`src/rtl/riscv_pkg.sv`:
```
// Shared opcode constants, FSM state and trap-cause encodings for the RV32I sequencer.
package riscv_pkg;

    localparam logic [6:0] OPC_LUI    = 7'b0110111;
    localparam logic [6:0] OPC_AUIPC  = 7'b0010111;
    localparam logic [6:0] OPC_JAL    = 7'b1101111;
    localparam logic [6:0] OPC_JALR   = 7'b1100111;
    localparam logic [6:0] OPC_BRANCH = 7'b1100011;
    localparam logic [6:0] OPC_LOAD   = 7'b0000011;
    localparam logic [6:0] OPC_STORE  = 7'b0100011;
    localparam logic [6:0] OPC_OP_IMM = 7'b0010011;
    localparam logic [6:0] OPC_OP     = 7'b0110011;

    typedef enum logic [2:0] {
        ST_IDLE   = 3'd0,
        ST_FETCH  = 3'd1,
        ST_DECODE = 3'd2,
        ST_EXEC   = 3'd3,
        ST_MEM    = 3'd4,
        ST_WB     = 3'd5,
        ST_TRAP   = 3'd6
    } ctrl_state_t;

    typedef enum logic [1:0] {
        CAUSE_NONE     = 2'd0,
        CAUSE_ILLEGAL  = 2'd1,
        CAUSE_FETCH_TO = 2'd2,
        CAUSE_MEM_TO   = 2'd3
    } trap_cause_t;

    function automatic logic is_legal_opcode(input logic [6:0] opc);
        logic legal;
        case (opc)
            OPC_LUI, OPC_AUIPC, OPC_JAL, OPC_JALR, OPC_BRANCH,
            OPC_LOAD, OPC_STORE, OPC_OP_IMM, OPC_OP: legal = 1'b1;
            default:                                 legal = 1'b0;
        endcase
        return legal;
    endfunction

endpackage

```
`src/rtl/riscv_ctrl_watchdog.sv`:
```
// Request watchdog: counts consecutive request cycles without acknowledge and flags
// the TIMEOUT-th such cycle so the sequencer can trap instead of advancing.
module riscv_ctrl_watchdog #(
    parameter int TIMEOUT = 16
) (
    input  logic clock,
    input  logic reset,
    input  logic clear,
    input  logic count_en,
    output logic expired
);

    logic [7:0] count;

    always_ff @(posedge clock or posedge reset) begin
        if (reset) begin
            count <= '0;
        end else if (clear) begin
            count <= '0;
        end else if (count_en) begin
            count <= count + 8'd1;
        end
    end

    // count_en already means "no acknowledge this cycle", so a late ack still wins
    assign expired = count_en && (count == 8'(TIMEOUT - 1));

endmodule

```
`src/rtl/riscv_core_ctrl.sv`:
```
// Multi-cycle fetch/decode/exec/mem/wb sequencer for the RV32I core.
// Optional perf counters (cycle_count, instret_count) under RISCV_CORE_CTRL_PERF_EN.
//
// state  | meaning
// IDLE   | after reset, leaves on the next clock
// FETCH  | insn_req high, waits for insn_ack (ir_load same cycle)
// DECODE | opcode legality check
// EXEC   | latch taken / store / rd-write flags, pick MEM or WB
// MEM    | mem_req high, waits for mem_ack
// WB     | rd write strobe and pc_load, back to FETCH
// TRAP   | terminal until reset, trap and trap_cause held
module riscv_core_ctrl
    import riscv_pkg::*;
#(
    parameter int XLEN    = 32,
    parameter int TIMEOUT = 16
) (
    input  logic              clock,
    input  logic              reset,
    output logic              insn_req,
    input  logic              insn_ack,
    input  logic [6:0]        opcode,
    input  logic              branch_taken,
    output logic              ir_load,
    output logic              mem_req,
    output logic              mem_we,
    input  logic              mem_ack,
    output logic              rd_enable_write,
    output logic              pc_load,
    output logic              pc_sel,
    output logic              trap,
    output logic [1:0]        trap_cause,
    output logic [2:0]        state
`ifdef RISCV_CORE_CTRL_PERF_EN
    ,
    output logic [2*XLEN-1:0] cycle_count,
    output logic [2*XLEN-1:0] instret_count
`endif
);

    if (TIMEOUT < 2 || TIMEOUT > 255 || XLEN < 1) begin : g_bad_param
        $error("riscv_core_ctrl: TIMEOUT must be 2..255 and XLEN positive");
    end

    ctrl_state_t state_q, state_d;
    trap_cause_t cause_q, cause_d;
    logic        taken_q;
    logic        store_q;
    logic        rd_we_q;
    logic        wdog_clear;
    logic        wdog_count_en;
    logic        wdog_expired;

    assign wdog_clear    = (state_q != ST_FETCH) && (state_q != ST_MEM);
    assign wdog_count_en = ((state_q == ST_FETCH) && !insn_ack) ||
                           ((state_q == ST_MEM) && !mem_ack);

    riscv_ctrl_watchdog #(
        .TIMEOUT (TIMEOUT)
    ) u_watchdog (
        .clock    (clock),
        .reset    (reset),
        .clear    (wdog_clear),
        .count_en (wdog_count_en),
        .expired  (wdog_expired)
    );

    always_comb begin
        state_d = state_q;
        cause_d = cause_q;
        case (state_q)
            ST_IDLE:   state_d = ST_FETCH;
            ST_FETCH: begin
                if (insn_ack) begin
                    state_d = ST_DECODE;
                end else if (wdog_expired) begin
                    state_d = ST_TRAP;
                    cause_d = CAUSE_FETCH_TO;
                end
            end
            ST_DECODE: begin
                if (is_legal_opcode(opcode)) begin
                    state_d = ST_EXEC;
                end else begin
                    state_d = ST_TRAP;
                    cause_d = CAUSE_ILLEGAL;
                end
            end
            ST_EXEC: begin
                if (opcode == OPC_LOAD || opcode == OPC_STORE) begin
                    state_d = ST_MEM;
                end else begin
                    state_d = ST_WB;
                end
            end
            ST_MEM: begin
                if (mem_ack) begin
                    state_d = ST_WB;
                end else if (wdog_expired) begin
                    state_d = ST_TRAP;
                    cause_d = CAUSE_MEM_TO;
                end
            end
            ST_WB:     state_d = ST_FETCH;
            ST_TRAP:   state_d = ST_TRAP;
            default:   state_d = ST_IDLE;
        endcase
    end

    always_ff @(posedge clock or posedge reset) begin
        if (reset) begin
            state_q <= ST_IDLE;
            cause_q <= CAUSE_NONE;
        end else begin
            state_q <= state_d;
            cause_q <= cause_d;
        end
    end

    // Opcode is only guaranteed through EXEC, so MEM/WB work from these latched flags
    always_ff @(posedge clock or posedge reset) begin
        if (reset) begin
            taken_q <= 1'b0;
            store_q <= 1'b0;
            rd_we_q <= 1'b0;
        end else if (state_q == ST_EXEC) begin
            taken_q <= ((opcode == OPC_BRANCH) && branch_taken) ||
                       (opcode == OPC_JAL) || (opcode == OPC_JALR);
            store_q <= (opcode == OPC_STORE);
            rd_we_q <= !((opcode == OPC_BRANCH) || (opcode == OPC_STORE));
        end
    end

    assign insn_req        = (state_q == ST_FETCH);
    assign ir_load         = (state_q == ST_FETCH) && insn_ack;
    assign mem_req         = (state_q == ST_MEM);
    assign mem_we          = (state_q == ST_MEM) && store_q;
    assign rd_enable_write = (state_q == ST_WB) && rd_we_q;
    assign pc_load         = (state_q == ST_WB);
    assign pc_sel          = (state_q == ST_WB) && taken_q;
    assign trap            = (state_q == ST_TRAP);
    assign trap_cause      = cause_q;
    assign state           = state_q;

`ifdef RISCV_CORE_CTRL_PERF_EN
    always_ff @(posedge clock or posedge reset) begin
        if (reset) begin
            cycle_count   <= '0;
            instret_count <= '0;
        end else begin
            if (state_q != ST_IDLE && state_q != ST_TRAP) begin
                cycle_count <= cycle_count + (2*XLEN)'(1);
            end
            if (state_q == ST_WB) begin
                instret_count <= instret_count + (2*XLEN)'(1);
            end
        end
    end
`endif

endmodule

```
`config.mk`:
```
export PLATFORM = sky130hd
export DESIGN_NAME = riscv_core_ctrl
export DESIGN_NICKNAME = d
export VERILOG_FILES = /design/src/rtl/riscv_pkg.sv /design/src/rtl/riscv_ctrl_watchdog.sv /design/src/rtl/riscv_core_ctrl.sv
export SDC_FILE = /design/constraint.sdc
export NUM_CORES = 1
export LEC_CHECK = 0
export CORE_ASPECT_RATIO = 0.9
export CORE_UTILIZATION = 47
export DETAILED_ROUTE_END_ITERATION = 10
export PLACE_DENSITY = 0.86
export SYNTH_ARGS = -nofsm -noshare
export SYNTH_HDL_FRONTEND = slang
export SYNTH_SLANG_ARGS = --single-unit
```
`constraint.sdc`:
```
create_clock -name clock -period 2 [get_ports clock]
set_clock_uncertainty 0.2 [all_clocks]
set_input_delay 0.2 -clock clock [delete_from_list [all_inputs] [get_ports clock]]
set_output_delay 0.2 -clock clock [all_outputs]
set_load 0.02 [all_outputs]
```
==> impl_results.md, run 1 <==
* Power Total at 1.64 mW
* R2r setup slk at 0.12 ns
* Clock share of power at 0.131
* Post-CTS Setup Bufs at 0
* Sw frac at 0.432
* Dpl cell area at 0.00129 mm²
* Tmin final at 1.88 ns
* Logic pwr share at 0.570
* Initial antenna violation count at 0
* DRC viols at 0
* Clock Latency Late Sink at 0.29 ns
* P_int at 0.931 mW
* VDD IR max at 0.834 mV
* Drt first pass iters at 4
* Hold Slack at 0.0700 ns
* Ant diodes at 0
* Setup Crit Path Kind: flop to flop
* Final setup fails at 0
* Row count at 15
* R2r endpoint: trap_cause[0]
* Clock Path Buffers at 2
* Flop pwr share at 0.299
* DR iter-0 viols at 25
* Warnings from Yosys at 0
* Sequential fraction of the synthesis area at 0.409
* Reg clk slew, reported paths at 0.09 ns
* Vias per cell at 5.67
* Vias in the first global route at between 800 and 900
* Worst-Margin Slew at 0.608 ns
* IO Port Bufs at 24
* Yosys top cell area share at 0.409
* Post-DP HPWL at about 1.8 mm
* Cell count after synthesis at 106
* GRT Total Usage at 0.243
* P&R area growth vs syn at 34.4%
* Antenna Nets Post-Route at 0
* GRT overflow at 0
* Origin of the critical flop-to-flop path: state[2]
* Setup TNS at 0 ns
* Cell taking the most area after synthesis: dfrtp_1
* FILL cells at between 100 and 150
* Largest net degree at the start of global routing at 17
* Critical Path AT at roughly 1.9 ns
* IO Pins at 25
* Pwr dens at 1250 mW/mm²
* CTS tree: yes
* Hold crit path type: input port to async pin
* Fin area at 0.00132 mm²
* Cell area after synthesis at around 980 µm²
* Slew Viols, Final at 0
* Crit start category: flop
* CP max FO at 9
* Relative slew slack at 0.594
* Top cells by area, synth: dfrtp_1, nor4b_4, nand2_1, nor2_1, xor2_1
* Layout cell share with drive strength beyond 1 at 0.130
* Die Y at around 45 µm
* Initial cell density of the core at 0.507
* Routed WL per cell at 14.3 µm
* Fmax at around 530 MHz
* Number of H-tree levels at 1
* LEAKAGE at 0.595 nW
* Final hold violations at 0
* DRT Wirelength at 2.34 mm
* Syn Nets at between 100 and 150
* Fin util at 0.681
* Die area at roughly 0.0023 mm²
* Seq cells post-synth at 16
* Die W at 50.1 µm
* Vias at slightly above 900
* GP Congestion at 0.791
* CTS buffer count at 3
* Clk sinks at 16
* First-pass GRT wire length at 3.95 mm
* Status: finished clean
* Critical Path End: trap_cause[0]
* CP required at 1.98 ns
* Worst setup EP type: flop
* Final #Nets at 152
* Psw at 0.709 mW
* Fin crit share at 0.940
* Avg Synthesized Cell Area at around 9 µm²
* Core area at about 0.0019 mm²
* R2R cell count at 5
* Worst setup path start: state[2]
* Distinct cell type count after synthesis at 38
* Root Driver: clkbuf_4
* Setup repair after global routing missed its margin: false
* Total of max-cap violations at 0
[what timing repair did]
item                                   in CTS  in global routing
endpoints found under the hold margin       0                  0
resized for setup                           9                  2
hold buffers                                0                  0
pin swaps                                   0                  0
setup endpoints to repair                   8                  1
[layout by cell type, fill, tap and decap left out, types with 3 or more instances in the layout]
| cell | synthesis | routed |
|---|---|---|
| clkdlybuf4s50_1 | 0 | 16 |
| dfrtp_1 | 16 | 16 |
| nand2_1 | 11 | 11 |
| nor2_1 | 10 | 10 |
| dlygate4sd2_1 | 0 | 7 |
| buf_4 | 0 | 7 |
| nand3_1 | 4 | 4 |
| o21ai_1 | 4 | 4 |
| and2_1 | 4 | 4 |
| and3_1 | 4 | 4 |
| nand2b_1 | 3 | 3 |
| a21oi_1 | 3 | 3 |
| xor2_1 | 3 | 3 |
| nor2b_1 | 4 | 3 |
| nor3_1 | 3 | 3 |
| o21ai_0 | 3 | 3 |
| o31ai_1 | 3 | 3 |
| inv_1 | 3 | 3 |
| o211ai_1 | 3 | 3 |
| clkbuf_4 | 0 | 3 |
[area by class of cell]
cell class / count / area [µm²] / share of cell area
Sequential cell: 16 / 400 / 0.304
Multi-Input combinational cell: 84 / 558 / 0.424
Tap cell: 25 / 31.3 / 0.0238
Inverter: 3 / 11.3 / 0.00856
Clock buffer: 4 / 36.3 / 0.0276
Timing Repair Buffer: 31 / 279 / 0.212
[synthesized netlist by cell type]
| cell | count |
|---|---|
| dfrtp_1 | 16 |
| nand2_1 | 11 |
| nor2_1 | 10 |
| and2_1 | 4 |
| and3_1 | 4 |
| nand3_1 | 4 |
| nor2b_1 | 4 |
| o21ai_1 | 4 |
| a21oi_1 | 3 |
| inv_1 | 3 |
| nand2b_1 | 3 |
| nor3_1 | 3 |
| o211ai_1 | 3 |
| o21ai_0 | 3 |
| o31ai_1 | 3 |
| xor2_1 | 3 |
| clkbuf_1 | 2 |
| nor4b_4 | 2 |
| o311a_1 | 2 |
| a211o_1 | 1 |
| a211oi_1 | 1 |
| a21o_1 | 1 |
| a2bb2oi_1 | 1 |
| a32oi_1 | 1 |
| and4_1 | 1 |
| buf_2 | 1 |
| ha_1 | 1 |
| mux2i_1 | 1 |
| nand4bb_1 | 1 |
| nor2_2 | 1 |
| nor3b_1 | 1 |
| nor4b_2 | 1 |
| o2111ai_1 | 1 |
| o221ai_1 | 1 |
| or2_2 | 1 |
| or3_1 | 1 |
| or3b_1 | 1 |
| or4_1 | 1 |
[per-stage QoR]
step	cells	setup slack, ns
floorplan	106	0.0733
global placement	159	0.103
detailed placement	159	0.0402
CTS	163	0.0833
global route	163	0.00222
finish	163	0.120
[flip-flops by register name (all words and copies together) (netlist names)]
signal / flops
rd_we_q: 1
store_q: 1
state: 3
taken_q: 1
u_watchdog.count: 8
trap_cause: 2
[power by group through the flow]
stage                     sequential, mW  clock, mW  combinational, mW
after floorplan                    0.542          0              0.506
after global routing               0.504      0.241               1.02
after CTS                          0.487      0.217              0.933
after detailed placement           0.494          0              0.952
final                              0.490      0.215              0.934
after global placement             0.487          0              0.929
[cell families after synthesis]
group | Yosys count | share of synthesized area
adders and majority gates | 1 | 0.0128
and+or+nand+nor | 54 | 0.340
DFF | 16 | 0.409
xor gates and xnor gates | 3 | 0.0268
AOI/OAI and AO/OA | 25 | 0.178
muxes | 1 | 0.0102
buffers and inverters | 6 | 0.0243
[metal layers]
metal  track usage  vias to the layer above  share of wire
li1              -                      463              -
met1         0.304                      416           0.44
met2         0.405                       41           0.47
met3        0.0572                        4          0.080
met4         0.103                        0          0.012
met5             0                        -              0
[how the worst min path moves through the flow]
stage,from,end,cells after the start
detailed placement,store_q,store_q,2
CTS,reset,taken_q,2
floorplan,reset,rd_we_q,1
global placement,taken_q,taken_q,2
global route,reset,trap_cause[1],2
finish,reset,trap_cause[1],2
[worst max-delay path, stage by stage (launching register included)]
cell and delay, ns:
dfrtp_1 0.43, buf_4 0.19, nor4b_4 0.32, nor2_2 0.10
or3_1 0.39, o311a_1 0.14
Power figures use the tool's default switching activity.
==> inputs of run 2 (changes only) <==
--- a/config.mk
+++ b/config.mk
@@ -12,3 +12,4 @@
 export SYNTH_ARGS = -nofsm -noshare
 export SYNTH_HDL_FRONTEND = slang
 export SYNTH_SLANG_ARGS = --single-unit
+export TNS_END_PERCENT = 50
==> results of run 2 <==
Final layout, timing and power as in run 1 (identical DEF).
